===== config.mk =====
export PLATFORM = sky130hd
export DESIGN_NAME = cosim_commit_queue
export DESIGN_NICKNAME = d
export VERILOG_FILES = /design/src/rtl/cosim_commit_queue.sv
export SDC_FILE = /design/constraint.sdc
export NUM_CORES = 2
export LEC_CHECK = 0
export BUFFER_PORTS_ARGS = -buffer_cell sky130_fd_sc_hd__buf_2
export CORE_ASPECT_RATIO = 0.8
export CORE_MARGIN = 4
export CORE_UTILIZATION = 60
export DETAILED_ROUTE_END_ITERATION = 16
export MAX_ROUTING_LAYER = met4
export PLACE_DENSITY = 0.79
export RECOVER_POWER = 50
export REMOVE_ABC_BUFFERS = 1
export SYNTH_ARGS = -nofsm -noshare
export SYNTH_HDL_FRONTEND = slang
export SYNTH_SLANG_ARGS = --single-unit
export TNS_END_PERCENT = 100

===== constraint.sdc =====
create_clock -name clk -period 36 [get_ports clk]
set_input_delay 1.8 -clock clk [delete_from_list [all_inputs] [get_ports clk]]
set_output_delay 1.8 -clock clk [all_outputs]
set_load 0.02 [all_outputs]

===== src/rtl/cosim_commit_queue.sv =====
// Commit capture FIFO between the core retire ports and the cosim scoreboard.
// Optional idle watchdog under COSIM_COMMIT_TIMEOUT_EN.
module cosim_commit_queue #(
    parameter int DEPTH          = 8,
    parameter int CNT_W          = 32,
    parameter int TIMEOUT_CYCLES = 4096
) (
    input  logic                     clk,
    input  logic                     rst,
    input  logic                     commit_i,
    input  logic                     stall_exe_i,
    input  logic [63:0]              pc_i,
    input  logic [31:0]              instr_i,
    input  logic [4:0]               xreg_dest_i,
    input  logic                     xreg_we_i,
    input  logic [63:0]              commit_data_i,
    input  logic                     excep_i,
    input  logic [63:0]              cause_i,
    output logic                     out_valid_o,
    input  logic                     out_ready_i,
    output logic [63:0]              out_pc_o,
    output logic [31:0]              out_instr_o,
    output logic [4:0]               out_dest_o,
    output logic [63:0]              out_data_o,
    output logic [63:0]              out_cause_o,
    output logic                     out_wr_valid_o,
    output logic                     out_excep_o,
    output logic [CNT_W-1:0]         out_seq_o,
    output logic                     overflow_o,
    output logic [CNT_W-1:0]         drop_cnt_o,
    output logic [$clog2(DEPTH):0]   level_o,
    output logic                     timeout_o
);

    localparam int AW = $clog2(DEPTH);
    localparam int LW = AW + 1;

    typedef struct packed {
        logic [63:0]      pc;
        logic [31:0]      instr;
        logic [4:0]       dest;
        logic [63:0]      data;
        logic [63:0]      cause;
        logic             wr_valid;
        logic             excep;
        logic [CNT_W-1:0] seq;
    } entry_t;

    entry_t           mem [DEPTH];
    entry_t           head;
    entry_t           wr_entry;
    logic [AW-1:0]    wr_ptr;
    logic [AW-1:0]    rd_ptr;
    logic [LW-1:0]    level;
    logic [CNT_W-1:0] seq;
    logic [CNT_W-1:0] drop_cnt;
    logic             overflow;
    logic             push;
    logic             pop;
    logic             full;
    logic             accept;
    logic             drop;

    assign push   = commit_i && !stall_exe_i;
    assign pop    = out_valid_o && out_ready_i;
    assign full   = (level == LW'(DEPTH));
    // A pop in the same cycle frees the slot, so a full queue still accepts.
    assign accept = push && (!full || pop);
    assign drop   = push && full && !pop;

    always_comb begin
        wr_entry          = '0;
        wr_entry.pc       = pc_i;
        wr_entry.instr    = instr_i;
        wr_entry.dest     = xreg_dest_i;
        wr_entry.data     = commit_data_i;
        wr_entry.cause    = cause_i;
        wr_entry.wr_valid = xreg_we_i && (xreg_dest_i != 5'd0);
        wr_entry.excep    = excep_i;
        wr_entry.seq      = seq;
    end

    always_ff @(posedge clk) begin
        if (accept) begin
            mem[wr_ptr] <= wr_entry;
        end
    end

    always_ff @(posedge clk or posedge rst) begin
        if (rst) begin
            wr_ptr   <= '0;
            rd_ptr   <= '0;
            level    <= '0;
            seq      <= '0;
            drop_cnt <= '0;
            overflow <= 1'b0;
        end else begin
            if (accept) begin
                wr_ptr <= wr_ptr + AW'(1);
                seq    <= seq + CNT_W'(1);
            end
            if (pop) begin
                rd_ptr <= rd_ptr + AW'(1);
            end
            if (accept && !pop) begin
                level <= level + LW'(1);
            end else if (pop && !accept) begin
                level <= level - LW'(1);
            end
            if (drop) begin
                overflow <= 1'b1;
                if (drop_cnt != '1) begin
                    drop_cnt <= drop_cnt + CNT_W'(1);
                end
            end
        end
    end

    assign head           = mem[rd_ptr];
    assign out_valid_o    = (level != '0);
    assign out_pc_o       = head.pc;
    assign out_instr_o    = head.instr;
    assign out_dest_o     = head.dest;
    assign out_data_o     = head.data;
    assign out_cause_o    = head.cause;
    assign out_wr_valid_o = head.wr_valid;
    assign out_excep_o    = head.excep;
    assign out_seq_o      = head.seq;
    assign overflow_o     = overflow;
    assign drop_cnt_o     = drop_cnt;
    assign level_o        = level;

`ifdef COSIM_COMMIT_TIMEOUT_EN
    localparam int TW = $clog2(TIMEOUT_CYCLES + 1);

    logic [TW-1:0]    idle_cnt;
    logic             armed;
    logic             timeout_q;
    logic [CNT_W-1:0] last_seq;

    // Disarmed until the first push so a quiet boot is not flagged.
    always_ff @(posedge clk or posedge rst) begin
        if (rst) begin
            idle_cnt  <= '0;
            armed     <= 1'b0;
            timeout_q <= 1'b0;
            last_seq  <= '0;
        end else if (push) begin
            idle_cnt <= '0;
            armed    <= 1'b1;
            if (accept) begin
                last_seq <= seq;
            end
        end else if (armed && idle_cnt != TW'(TIMEOUT_CYCLES)) begin
            idle_cnt <= idle_cnt + TW'(1);
            if (idle_cnt == TW'(TIMEOUT_CYCLES - 1)) begin
                timeout_q <= 1'b1;
                $error("cosim_commit_queue: no commit since seq %0d",
                       last_seq);
            end
        end
    end

    assign timeout_o = timeout_q;
`else
    // Constant 0 for any legal configuration.
    assign timeout_o = (TIMEOUT_CYCLES < 0);
`endif

endmodule


# Word level (Yosys, flattened, before mapping)

Memory sizes are Yosys's and may differ from the RTL's.
Index checks and enable logic that the tools add are counted.

Flip-flop bits (word level): 75
Memory bits (read-only): 0
Bits in latches: 0
RAM bits: 2104
Output and inout bits: 302
Memories: 1

Memories:

| memory | depth | width | read ports | clocked after Yosys merged registers in | write ports | line | text |
|---|---|---|---|---|---|---|---|
| mem    | 8     | 263   | 1          | 0                                       | 1           | 49   | `entry_t mem [DEPTH];` |

Add/subtract/negate cells: 6
Multiply operators: 0
Reduce and logical (&&, ||, !) cells: 17
Shift-type cells: 0
Muxes and demuxes: 4
Eq/ne operators: 2
Div/mod/pow operators: 0
Bitwise operators: 0
Order comparisons: 0

Operator list:

| cell                                              | count |
|---|---|
| adder 32 x 1 -> 32 bit (second input constant)    | 2 |
| inequality test 32 bit (second input constant)    | 1 |
| logical AND 1 bit                                 | 8 |
| two-way mux 4 bit                                 | 2 |
| adder 3 x 1 -> 3 bit (second input constant)      | 2 |
| nonzero test 5 bit                                | 1 |
| adder 4 x 1 -> 4 bit (second input constant)      | 1 |
| equality test 4 bit (second input constant)       | 1 |
| logical NOT 1 bit                                 | 4 |
| nonzero test 4 bit                                | 1 |
| subtractor 4 x 1 -> 4 bit (second input constant) | 1 |
| two-way mux 1 bit                                 | 2 |
| AND reduction 2 bit                               | 1 |
| nonzero test 2 bit                                | 1 |
| logical OR 1 bit                                  | 1 |

# Longest topological paths before layout

Word-level depth: 8
Gate-level depth with buffers: 12
Mapped depth without buffers: 11

# Worst setup path after synthesis

No wires, ideal clock.

Kind: input -> register
Start point: input port commit_i
End point: memory mem[1][0] in the netlist's numbering (enable)
Stages on the path: 4
Arrival: 29049 ps
Required time: 34377 ps
Slack: 5328 ps
Path through: nor2b_1 -> o21ai_0 -> clkbuf_1 -> nor4b_1

Word-level cells in the longest chain between the ends: 4

RTL lines:

| what                                    | line | text |
|---|---|---|
| from (decl)                             | 10   | `input logic commit_i,` |
| logical AND 1 bit                       | 64   | `assign push = commit_i && !stall_exe_i;` |
| logical AND 1 bit                       | 68   | `assign accept = push && (!full \|\| pop);` |
| two-way mux 1 bit                       | 84   | `if (accept) begin` |
| two-way mux 1 bit (not written as such) | 85   | `mem[wr_ptr] <= wr_entry;` |
| to (decl)                               | 49   |  |

No other way between the ends.

# Worst setup path in the final report

Start point: register rd_ptr[1]
End point: output port out_pc_o[17]

Word-level cells in the longest chain between the ends: 1

RTL lines:

| what                      | line | text |
|---|---|---|
| from (decl)               | 53   | `logic [AW-1:0] rd_ptr;` |
| from (signal assigned)    | 103  | `rd_ptr <= rd_ptr + AW'(1);` |
| memory read (8 x 263 bit) | n/a  |  |
| to (decl)                 | 21   | `output logic [63:0] out_pc_o,` |

No other way between the ends.

==> impl_metrics.py <==
metrics = {
    "outcome": {
        "outcome": "finished, violations left",
        "violations": "capacitance limit, slew limit",
    },
    "yosys": {
        "synth_edf_count": 2104,
        "syn_area_um2": 82200,
        "yosys.area.top_type": "edfxtp_1",
        "synth_top_area_share": 0.768,
        "ys_async_sr_fraction": 0.0344,
        "synth_seq_cells": 2179,
        "syn_inst": 3380,
        "synth.avg_cell_area_um2": 24.3,
        "ys_seq_area_frac": 0.791,
        "synth_most_common_cell": "edfxtp_1",
        "netlist_top_cells_area": "edfxtp_1, mux4_2, mux2_2, dfrtp_1, xnor2_1",
        "synthTopCellsByCount": "edfxtp_1, mux4_2, mux2_2",
        "synth-warning-count": 0,
        "synthFlopType": "edfxtp_1",
        "yosysUniqueCellTypes": 42,
    },
    "critical_path": {
        "cp.required_ns": 34.20,
        "crit_path_start_kind": "flop",
        "crit_path_max_fanout": 71,
        "cpMostUsedCell": "buf_4",
        "max_stage_delay_ns": 2.54,
        "path_class": "reg2out",
        "slowest_stage": "dfrtp_1",
        "path_cells": "buf_4 -> buf_4 -> buf_4 -> buf_4 -> mux4_2 -> mux2_2 -> buf_2",
        "arrival_ns": 7.94,
        "critPathCaptureType": "output pin",
    },
    "cts": {
        "cts.repair.resized": 0,
        "cts_tree": "done",
        "htree_levels": 4,
        "insertion_delay_ns": 0.84,
        "cts_sinks": 2179,
        "post-cts-setup-buffer-count": 0,
        "cts_buffer_depth": 3,
        "numCtsBuffers": 196,
        "clk_pin_slew_ns": 0.06,
        "cts_root_buffer": "clkbuf_16",
        "cts-hold-fix-buffers": 0,
    },
    "grt": {
        "track_usage": 0.250,
        "antenna_found_initial": 30,
        "first_global_vias": 39600,
        "overflow": 0,
        "grt_max_degree": 151,
        "grt_pass1_wl_um": 259000,
    },
    "floorplanning": {
        "io-pin-count": 538,
        "die_x_um": 422,
        "dieArea_um2": 143000,
        "initial_core_util": 0.604,
        "dieHeight_um": 339,
        "core_area_um2": 136000,
        "rows": 121,
    },
    "sta": {
        "period_needed_ns": 9.74,
        "fmax_ghz": 0.103,
        "drv_slew": 276,
        "hold-worst-slack_ns": 0.499,
        "hold_viol_final": 0,
        "finalSetupViolations": 0,
        "slew_headroom": -1.84,
        "tightest_slew_ns": 4.27,
        "fin_ws_ns": 26.26,
        "finalSetupTns_ns": 0,
        "rsz0062_at_grt": "false",
        "period_share": 0.271,
        "finalClockSkew_ns": 0.0369,
    },
    "route": {
        "dr_total_vias": 37100,
        "via_per_inst": 6.19,
        "first_iter_violations": 3619,
        "drc_errors": 0,
        "totalWireLength_um": 170000,
        "ant_nets": 0,
        "dr.pass1.iters": 5,
        "wl_per_cell_um": 28.4,
    },
    "place": {
        "dp_slack_ns": 28.52,
        "dp_hpwl_um": 90100,
        "port_buffers": 536,
        "place_congestion": 0.804,
    },
    "power_and_ir_drop": {
        "finalPower_uw": 7320,
        "p_leak_uw": 0.0302,
        "powerDensity_nw_per_um2": 78.5,
        "ir_worst_vdd_mv": 0.0612,
    },
    "layout": {
        "layout.nets": 4262,
        "fillerInstances": 8091,
        "final_layout_size_suffix_gt1_frac": 0.347,
        "syn_to_final_growth_pct": 13.4,
    },
    "worst_hold_path": {
        "hold_class": "reg2reg",
    },
    "run": {
        "maxCapViolCount": 8,
    },
}
[path summary, 6_finish.rpt]
path / cells after the start / slack (ns) / end / start
setup / recovery: 7 / 26.26 / out_pc_o[17] / rd_ptr[1]
hold / removal: 1 / 0.50 / drop_cnt_o[29] / drop_cnt_o[29]
setup reg to reg: 7 / 29.83 / mem[0][81] / level_o[0]
hold reg to reg: 1 / 0.50 / drop_cnt_o[29] / drop_cnt_o[29]
max in group asynchronous: 3 / 30.34 / rd_ptr[0] / rst
min in group asynchronous: 3 / 2.68 / drop_cnt_o[30] / rst
[layer usage]
metal / GRT usage / wire [um] / share of wire / vias to the layer above
met5: - / 0 / 0 / -
met4: 0.0824 / 4700 / 0.028 / 0
met3: 0.0464 / 12000 / 0.071 / 280
met2: 0.398 / 87900 / 0.52 / 1477
met1: 0.335 / 65700 / 0.39 / 19700
li1: - / - / - / 15700
[metrics by stage]
stage | std cells | util | cell area, um^2
after floorplan | 3224 | - | 81600
after global placement | 5603 | 0.640 | 87100
after detailed placement | 5603 | 0.640 | 87100
after CTS | 5970 | 0.687 | 93600
after global routing | 5999 | 0.685 | 93300
final | 6000 | 0.685 | 93300
[worst max-delay path, delay by kind of cell (launching register included)]
family / cells / cell delay [ns]
mux: 2 / 0.73
flops: 1 / 2.54
buf+inv: 5 / 3.60
[state kept, by name (all words and copies together), names as in the netlist]
signal and flops:
wr_ptr 3, seq 32, overflow_o 1, rd_ptr 3
drop_cnt_o 32, level_o 4, mem 2104
[layout by cell type, fill, tap and decap left out, types with 8 or more instances in the layout]
cell type	count
and3_1	12
buf_12	9
buf_2	305
buf_4	46
bufinv_16	20
clkbuf_1	275
clkbuf_16	198
clkinv_1	40
clkinv_2	40
dfrtp_1	73
diode_2	30
edfxtp_1	2104
mux2_2	265
mux4_2	526
nand2_1	41
nand3_1	21
nand4_1	20
nor2_1	12
nor3_1	15
nor4_1	8
xnor2_1	43
xor2_1	26
[where the power goes]
| part | total, uW | leakage (uW) | switching [uW] | internal [uW] |
|---|---|---|---|---|
| sequential | 3080 | 0.0202 | 102 | 2980 |
| combinational | 2170 | 0.00688 | 1200 | 966 |
| clock | 2070 | 0.00315 | 905 | 1170 |
[logic make-up after synthesis]
family          synth area share
simple gates              0.0106
other cells            0.0000456
buf+inv                  0.00805
compound gates           0.00111
flops                      0.791
fa+ha+maj                0.00131
mux                        0.180
xor+xnor                 0.00735
[final cells by class]
class                   count  area (um^2)  area share
clock inverters           126         1280      0.0137
repair buffers            596         2940      0.0315
clock buffers             241         5160      0.0553
multi-input cells        1039        16500       0.177
diodes                     30         75.1    0.000805
flip-flops and latches   2179        65100       0.698
inverters                   6         23.8    0.000255
well taps                1783         2230      0.0239
No activity file was read; power rests on OpenSTA's default activity.
